[config.mk]
export PLATFORM = sky130hd
export DESIGN_NAME = program_loader
export DESIGN_NICKNAME = d
export VERILOG_FILES = /design/src/rtl/protocore_pkg.sv /design/src/rtl/loader_byte_packer.sv /design/src/rtl/program_loader.sv
export SDC_FILE = /design/constraint.sdc
export NUM_CORES = 1
export LEC_CHECK = 0
export ABC_CLOCK_PERIOD_IN_PS = 4019
export CAP_MARGIN = 10
export CORE_AREA = 2 2 66 68
export DETAILED_ROUTE_END_ITERATION = 16
export DIE_AREA = 0 0 68 70
export GPL_ROUTABILITY_DRIVEN = 0
export GPL_TIMING_DRIVEN = 0
export MAX_ROUTING_LAYER = met4
export PLACE_DENSITY = 0.81
export SLEW_MARGIN = 10
export SYNTH_ARGS = -nofsm -noshare
export SYNTH_HDL_FRONTEND = slang
export SYNTH_SLANG_ARGS = --single-unit
[constraint.sdc]
create_clock -name clk -period 4.02 [get_ports clk]
set_input_delay 0.603 -clock clk [delete_from_list [all_inputs] [get_ports clk]]
set_output_delay 0.603 -clock clk [all_outputs]
set_load 0.01 [all_outputs]
[src/rtl/protocore_pkg.sv]
// Constants shared by the instruction decoder and the program loader.
// Holds the instruction layout, the HALT opcode and the loader state encoding.
package protocore_pkg;

  localparam int unsigned INSTR_W = 24;
  localparam int unsigned OPC_MSB = 23;
  localparam int unsigned OPC_LSB = 20;
  localparam logic [3:0]  OPC_HALT = 4'hF;

  typedef enum logic [2:0] {
    LD_IDLE  = 3'd0,
    LD_BYTE0 = 3'd1,
    LD_BYTE1 = 3'd2,
    LD_BYTE2 = 3'd3,
    LD_WRITE = 3'd4,
    LD_DONE  = 3'd5
  } loader_state_e;

  function automatic logic is_halt(input logic [INSTR_W-1:0] word);
    return word[OPC_MSB:OPC_LSB] == OPC_HALT;
  endfunction

endpackage

[src/rtl/loader_byte_packer.sv]
// Big-endian 3-byte shift register: the first byte pushed ends up in [23:16].
// Reports word_full once three bytes are held; clear restarts the count but keeps the word visible.
module loader_byte_packer
  import protocore_pkg::*;
(
  input  logic               clk,
  input  logic               rst,
  input  logic               clear,
  input  logic               push,
  input  logic [7:0]         byte_in,
  output logic [INSTR_W-1:0] word,
  output logic               word_full
);

  logic [1:0] idx;

  always_ff @(posedge clk) begin
    if (rst) begin
      word <= '0;
      idx  <= '0;
    end else if (clear) begin
      idx <= '0;
    end else if (push && (idx != 2'd3)) begin
      word <= {word[INSTR_W-9:0], byte_in};
      idx  <= idx + 2'd1;
    end
  end

  always_comb begin
    word_full = (idx == 2'd3);
  end

endmodule

[src/rtl/program_loader.sv]
// Packs a byte stream into 24-bit instructions and writes them to sequential
// instruction memory addresses, holding the core in reset until a HALT word or a full memory.
module program_loader
  import protocore_pkg::*;
#(
  parameter int unsigned ADDR_W = 8
) (
  input  logic               clk,
  input  logic               rst,
  input  logic               start,
  input  logic [7:0]         byte_in,
  input  logic               byte_valid,
  output logic               byte_ready,
  output logic               imem_we,
  output logic [ADDR_W-1:0]  imem_addr,
  output logic [INSTR_W-1:0] imem_wdata,
  output logic               cpu_hold,
  output logic               done,
  output logic               error,
  output logic [ADDR_W:0]    word_count
);

  loader_state_e state, state_nxt;

  logic accept;
  logic start_ok;
  logic addr_last;
  logic word_halt;
  logic word_full;
  logic [INSTR_W-1:0] word;

  always_comb begin
    accept    = byte_valid && byte_ready;
    start_ok  = start && ((state == LD_IDLE) || (state == LD_DONE));
    addr_last = (imem_addr == '1);
    word_halt = is_halt(word);
  end

  loader_byte_packer u_packer (
    .clk       (clk),
    .rst       (rst),
    .clear     (start_ok || (state == LD_WRITE)),
    .push      (accept),
    .byte_in   (byte_in),
    .word      (word),
    .word_full (word_full)
  );

  always_ff @(posedge clk) begin
    if (rst) begin
      state <= LD_IDLE;
    end else begin
      state <= state_nxt;
    end
  end

  always_comb begin
    state_nxt = state;
    unique case (state)
      LD_IDLE, LD_DONE: if (start) state_nxt = LD_BYTE0;
      LD_BYTE0:         if (accept) state_nxt = LD_BYTE1;
      LD_BYTE1:         if (accept) state_nxt = LD_BYTE2;
      LD_BYTE2:         if (accept) state_nxt = LD_WRITE;
      LD_WRITE:         state_nxt = (word_halt || addr_last) ? LD_DONE : LD_BYTE0;
      default:          state_nxt = LD_IDLE;
    endcase
  end

  always_comb begin
    byte_ready = (state == LD_BYTE0) || (state == LD_BYTE1) || (state == LD_BYTE2);
    imem_we    = (state == LD_WRITE) && word_full;
    imem_wdata = word;
    cpu_hold   = (state != LD_DONE);
    done       = (state == LD_DONE);
  end

  // The address saturates at the last word so a full memory never wraps to 0.
  always_ff @(posedge clk) begin
    if (rst) begin
      imem_addr  <= '0;
      word_count <= '0;
      error      <= 1'b0;
    end else if (start_ok) begin
      imem_addr  <= '0;
      word_count <= '0;
      error      <= 1'b0;
    end else if (state == LD_WRITE) begin
      word_count <= word_count + 1'b1;
      if (!addr_last) begin
        imem_addr <= imem_addr + 1'b1;
      end
      if (!word_halt && addr_last) begin
        error <= 1'b1;
      end
    end
  end

endmodule

== Word-level counts from Yosys, hierarchy flattened ==
Index checks and enable logic that the tools add are counted.

* Register bits: 47
* Input port bits: 12
* Output and inout port bits: 46
* Logic and storage cells: 50

* Add/sub/neg operators: 3
* Eq/ne operators: 14
* Muxes and demuxes: 6
* Bitwise logic cells: 2
* Reduce and logical (&&, ||, !) cells: 19

{| class="wikitable"
|+ Operator list
! operator !! number
|-
| $mux 3 || 5
|-
| $pmux 3 s5 || 1
|-
| $add 9x1->9 const B || 1
|-
| $add 8x1->8 const B || 1
|-
| $eq 8x8->1 const B || 1
|-
| $eq 3x2->1 const B || 2
|-
| $eq 3x3->1 const B || 2
|-
| $ne 2x1->1 const B || 3
|-
| $reduce_and 2->1 || 3
|-
| $reduce_or 2->1 || 3
|-
| $logic_and 1x1->1 || 5
|-
| $logic_or 1x1->1 || 5
|-
| $eq 4x4->1 const B || 1
|-
| $ne 2x2->1 const B || 2
|-
| $reduce_and 4->1 || 1
|-
| $eq 3x1->1 const B || 1
|-
| $logic_not 3->1 || 1
|-
| $ne 3x3->1 const B || 1
|-
| $add 2x1->2 const B || 1
|-
| $eq 2x2->1 const B || 1
|-
| $not 1->1 || 2
|-
| $logic_not 1->1 || 1
|}

== Logic depth before layout (Yosys ltp) ==
* Depth after elaboration: 6
* Mapped depth: 7

== Modules after synthesis ==
A second synthesis with hierarchy kept.

* Cell total of the unflattened synthesis: 255
* Area total of the unflattened synthesis: 2113.3 µm²

{| class="wikitable"
|+ By module, submodules not included
! module !! times used !! cells each !! area each (µm²) !! seq. area each (µm²)
|-
| program_loader || 1 || 141 || 1174.9 || 420.4
|-
| loader_byte_packer || 1 || 114 || 938.4 || 520.5
|}

== Worst setup path before layout ==
Ideal clock, no wire load.

* Kind: reg-to-output
* From: reg state[2]
* To: out imem_we
* Data arrival time: 1.138 ns
* Path slack: 2.279 ns
* Cell stages (with the launch flop): 5
* Buffers on the path: 2
* Cell sequence: dfxtp_1 -> buf_2 -> nor3b_1 -> buf_2 -> and2_1

* Cells in the longest elaborated chain, start to end: 2

{| class="wikitable"
|+ Ends and longest elaborated chain
! what !! line !! text
|-
| from (decl) || program_loader.sv:23 || <nowiki>loader_state_e state, state_nxt;</nowiki>
|-
| from (signal assigned) || program_loader.sv:53 || <nowiki>state <= state_nxt;</nowiki>
|-
| $eq 3x3->1 || program_loader.sv:71 || <nowiki>imem_we = (state == LD_WRITE) && word_full;</nowiki>
|-
| $logic_and 1x1->1 || program_loader.sv:71 ||
|-
| to (decl) || program_loader.sv:14 || <nowiki>output logic imem_we,</nowiki>
|}

No other way between the ends.

== Worst setup path after layout ==
Ends and elaborated chain as after synthesis.

==> flow_results.xml <==
<?xml version="1.0" encoding="UTF-8"?>
<metrics>
  <group name="run_status">
    <metric name="status" unit="">completed</metric>
  </group>
  <group name="place">
    <metric name="detailedPlace.worstSlack" unit="ns">1.57</metric>
    <metric name="number_of_cells_after_detailed_placement" unit="">343</metric>
    <metric name="port_buffers" unit="">56</metric>
    <metric name="dp_hpwl" unit="mm">3.27</metric>
  </group>
  <group name="timing">
    <metric name="postLayoutSetupSlackWorst" unit="ns">1.22</metric>
    <metric name="setup-tns-final" unit="ns">0</metric>
    <metric name="timing.fmax" unit="MHz">358</metric>
    <metric name="relSlewSlack" unit="">0.601</metric>
    <metric name="timing.final.hold_violations" unit="">0</metric>
    <metric name="setup-violations-final" unit="">0</metric>
    <metric name="fin_worst_skew" unit="ns">0.00940</metric>
    <metric name="grt_setup_unrepaired" unit="">false</metric>
    <metric name="max_slew.worst_pin.slew" unit="ns">0.595</metric>
    <metric name="timing.final.max_slew_violations" unit="">0</metric>
    <metric name="period_needed" unit="ns">2.80</metric>
    <metric name="final_min_period_over_clock_period" unit="">0.696</metric>
  </group>
  <group name="floorplan">
    <metric name="core_area" unit="um^2">4140</metric>
    <metric name="design.die.area" unit="um^2">4760</metric>
    <metric name="die-height" unit="um">70</metric>
    <metric name="rows" unit="">24</metric>
    <metric name="top_level_ports" unit="">58</metric>
    <metric name="die_width" unit="um">68</metric>
    <metric name="initial_utilization" unit="">0.470</metric>
  </group>
  <group name="worst_setup_path">
    <metric name="worst-path-max-fanout" unit="">10</metric>
    <metric name="reg2reg_from" unit="">state[2]</metric>
    <metric name="rr_worst_depth" unit="">6</metric>
    <metric name="r2r_setup_slack" unit="ns">2.19</metric>
    <metric name="timing.critical_path.max_delay_family" unit="">buffers and inverters</metric>
    <metric name="crit_path_top_delay_cell" unit="">clkdlybuf4s50_1</metric>
    <metric name="critical_path_required" unit="ns">3.42</metric>
    <metric name="path_buf_inv" unit="">3</metric>
    <metric name="worstReg2RegEnd" unit="">u_packer.word[9]</metric>
    <metric name="crit_path_frequent_cell" unit="">buf_2</metric>
    <metric name="critPathMaxStageDelay" unit="ns">0.54</metric>
    <metric name="critPathCaptureType" unit="">output port</metric>
    <metric name="crit_chain" unit="">buf_2 &gt; nor3b_1 &gt; buf_2 &gt; and2_1 &gt; clkdlybuf4s50_1</metric>
    <metric name="critical_path_arrival" unit="ns">2.19</metric>
    <metric name="setup.worst_path.class" unit="">flip-flop to output port</metric>
    <metric name="startpoint_types" unit="">flip-flop</metric>
  </group>
  <group name="logic_synthesis">
    <metric name="synth_edf_count" unit="">0</metric>
    <metric name="synth_area" unit="um^2">1950</metric>
    <metric name="yosys.area.top_type" unit="">dfxtp_1</metric>
    <metric name="post_synth_most_frequent_cells" unit="">nand2_1, dfxtp_1, a21oi_1</metric>
    <metric name="synth_top_cell_area_share" unit="">0.483</metric>
    <metric name="post_synth_main_area_contributors" unit="">dfxtp_1, nand2_1, a21oi_1</metric>
    <metric name="syn_area_per_cell" unit="um^2">8.29</metric>
    <metric name="synth_nets" unit="">250</metric>
    <metric name="synth_cell_types" unit="">36</metric>
    <metric name="yosys_warnings" unit="">0</metric>
    <metric name="yosys.cell_count.top_type" unit="">nand2_1</metric>
    <metric name="ys_seq_elements" unit="">47</metric>
    <metric name="post_syn_instances" unit="">235</metric>
    <metric name="ys_dominant_reg_cell" unit="">dfxtp_1</metric>
    <metric name="async_reset_ff_frac" unit="">0</metric>
    <metric name="yosysSeqAreaShare" unit="">0.483</metric>
  </group>
  <group name="finish">
    <metric name="antenna_cells" unit="">0</metric>
    <metric name="instances_no_fill" unit="">351</metric>
    <metric name="drive_gt1_frac" unit="">0.0535</metric>
    <metric name="finish.utilization" unit="">0.648</metric>
    <metric name="area.growth.synth_to_final" unit="%">37.9</metric>
    <metric name="finalNetCount" unit="">313</metric>
    <metric name="fillerInstances" unit="">375</metric>
  </group>
  <group name="cts">
    <metric name="cts.repair.resized" unit="">0</metric>
    <metric name="cts-root-to-sink-buffers" unit="">2</metric>
    <metric name="root_buffer" unit="">clkbuf_8</metric>
    <metric name="tritoncts.num_buffers" unit="">5</metric>
    <metric name="cts.hold.buffers_added" unit="">0</metric>
    <metric name="cts_max_level" unit="">2</metric>
    <metric name="cts_tree" unit="">done</metric>
    <metric name="clk-insertion-delay-late" unit="ns">0.31</metric>
    <metric name="worst_setup_hold_path_clk_slew" unit="ns">0.09</metric>
    <metric name="cts_post_setup_buffers_inserted" unit="">0</metric>
    <metric name="numClockSinks" unit="">47</metric>
  </group>
  <group name="grt">
    <metric name="pin_count_of_the_biggest_net_entering_global_routing" unit="">16</metric>
    <metric name="antenna_found_initial" unit="">0</metric>
    <metric name="first_pass_grt_wire_length" unit="mm">7.33</metric>
    <metric name="track_usage" unit="">0.206</metric>
    <metric name="number_of_global_route_vias_before_repair" unit="">1650</metric>
    <metric name="met1_track_usage_gr" unit="">0.242</metric>
    <metric name="grt-busiest-layer" unit="">met2</metric>
    <metric name="grt.met2_usage" unit="">0.321</metric>
    <metric name="grt_overflow" unit="">0</metric>
    <metric name="grt.met3_usage" unit="">0.0805</metric>
  </group>
  <group name="drt">
    <metric name="first_pass_iteration_count_of_the_detailed_router" unit="">4</metric>
    <metric name="drt_drc_violations_left" unit="">0</metric>
    <metric name="vias" unit="">1826</metric>
    <metric name="detail_routed_net_length_per_standard_cell" unit="um">12.7</metric>
    <metric name="drt_first_iter_violations" unit="">60</metric>
    <metric name="route.final.wire_length" unit="mm">4.48</metric>
    <metric name="avgViaCountPerCell" unit="">5.20</metric>
    <metric name="antenna_violating_nets_post_route" unit="">0</metric>
  </group>
  <group name="power">
    <metric name="total_power" unit="uW">918</metric>
    <metric name="ir_drop" unit="mV">0.256</metric>
    <metric name="power_density" unit="nW/um^2">342</metric>
    <metric name="p_leak" unit="nW">0.915</metric>
  </group>
  <group name="min_path">
    <metric name="timing.hold.worst.start" unit="">u_packer.word[16]</metric>
    <metric name="hold_path_class" unit="">flip-flop to flip-flop</metric>
    <metric name="min_to" unit="">u_packer.word[16]</metric>
    <metric name="min_path_cells" unit="">2</metric>
  </group>
  <group name="flow_run">
    <metric name="max_cap_viol_count" unit="">0</metric>
  </group>
</metrics>
==> cells in the final DEF (no fill, tap or decap), types with 3 or more instances in the layout <==
cell             instances
dfxtp_1                 47
a21oi_1                 32
mux2i_1                  3
nand3_1                  5
nand2_1                 56
nor2_1                  19
inv_1                    3
clkbuf_1                 9
nor3_1                   4
nand4_1                  5
xnor2_1                  6
ha_1                     3
nand2b_1                 3
xor2_1                   9
clkbuf_8                 5
clkdlybuf4s50_1         56
o21ai_0                  4
==> worst max path at each step <==
stage / from / to / cells after the start
6_report: state[2] / imem_we / 5
5_1_grt: state[2] / imem_we / 5
4_1_cts: state[2] / imem_we / 5
3_5_place_dp: state[2] / imem_we / 5
3_3_place_gp: byte_valid / u_packer.word[6] / 6
2_1_floorplan: state[2] / imem_we / 4
==> layout make-up <==
type	instances	area, um^2	area share
sequential	47	941	0.350
buffer	14	63.8	0.0238
clock inverter	3	43.8	0.0163
clock buffer	5	68.8	0.0256
inverter	3	11.3	0.00419
tap	52	65.1	0.0242
multi-input combinational	171	932	0.347
timing repair buffer	56	561	0.209
==> routing by layer <==
metal  vias up  wire length, um  part of all wire
met5         -                0                 0
met4         0               52             0.012
met3         7              367             0.082
met2        60             2110              0.47
met1       837             1940              0.43
li1        922                -                 -
==> registers in the layout (all words and copies together) (netlist names) <==
name and flops:
state 3, word_count 9, u_packer.word 24, error 1, imem_addr 8, u_packer.idx 2
==> kinds of logic (layout without fill, tap and decap cells) <==
| kind of cell | after synthesis | after routing | share of synthesized area |
|---|---|---|---|
| AOI/OAI and AO/OA | 44 | 44 | 0.127 |
| xor gates and xnor gates | 15 | 15 | 0.0674 |
| adders and majority gates | 3 | 3 | 0.0193 |
| and+or+nand+nor | 106 | 106 | 0.250 |
| DFF | 47 | 47 | 0.483 |
| muxes | 3 | 3 | 0.0154 |
| buffers and inverters | 17 | 81 | 0.0385 |
==> power by group <==
part | leakage (nW) | total (mW) | switching, mW | internal [mW]
logic | 0.477 | 0.0874 | 0.0483 | 0.0391
registers | 0.380 | 0.482 | 0.00728 | 0.474
clock network | 0.0581 | 0.349 | 0.164 | 0.185
==> worst min-delay path, cell delays in order (launching register included) <==
cell,delay [ns]
dfxtp_1,0.32
nand2_1,0.05
a21oi_1,0.06
==> per-stage QoR <==
step	cell area (um^2)	hold slack [ns]
3_3_place_gp	2570	0.437
6_report	2690	0.468
5_1_grt	2690	0.492
4_1_cts	2690	0.469
3_5_place_dp	2570	0.439
2_1_floorplan	1950	0.470
Note: power is estimated with default switching activity, not from simulation.
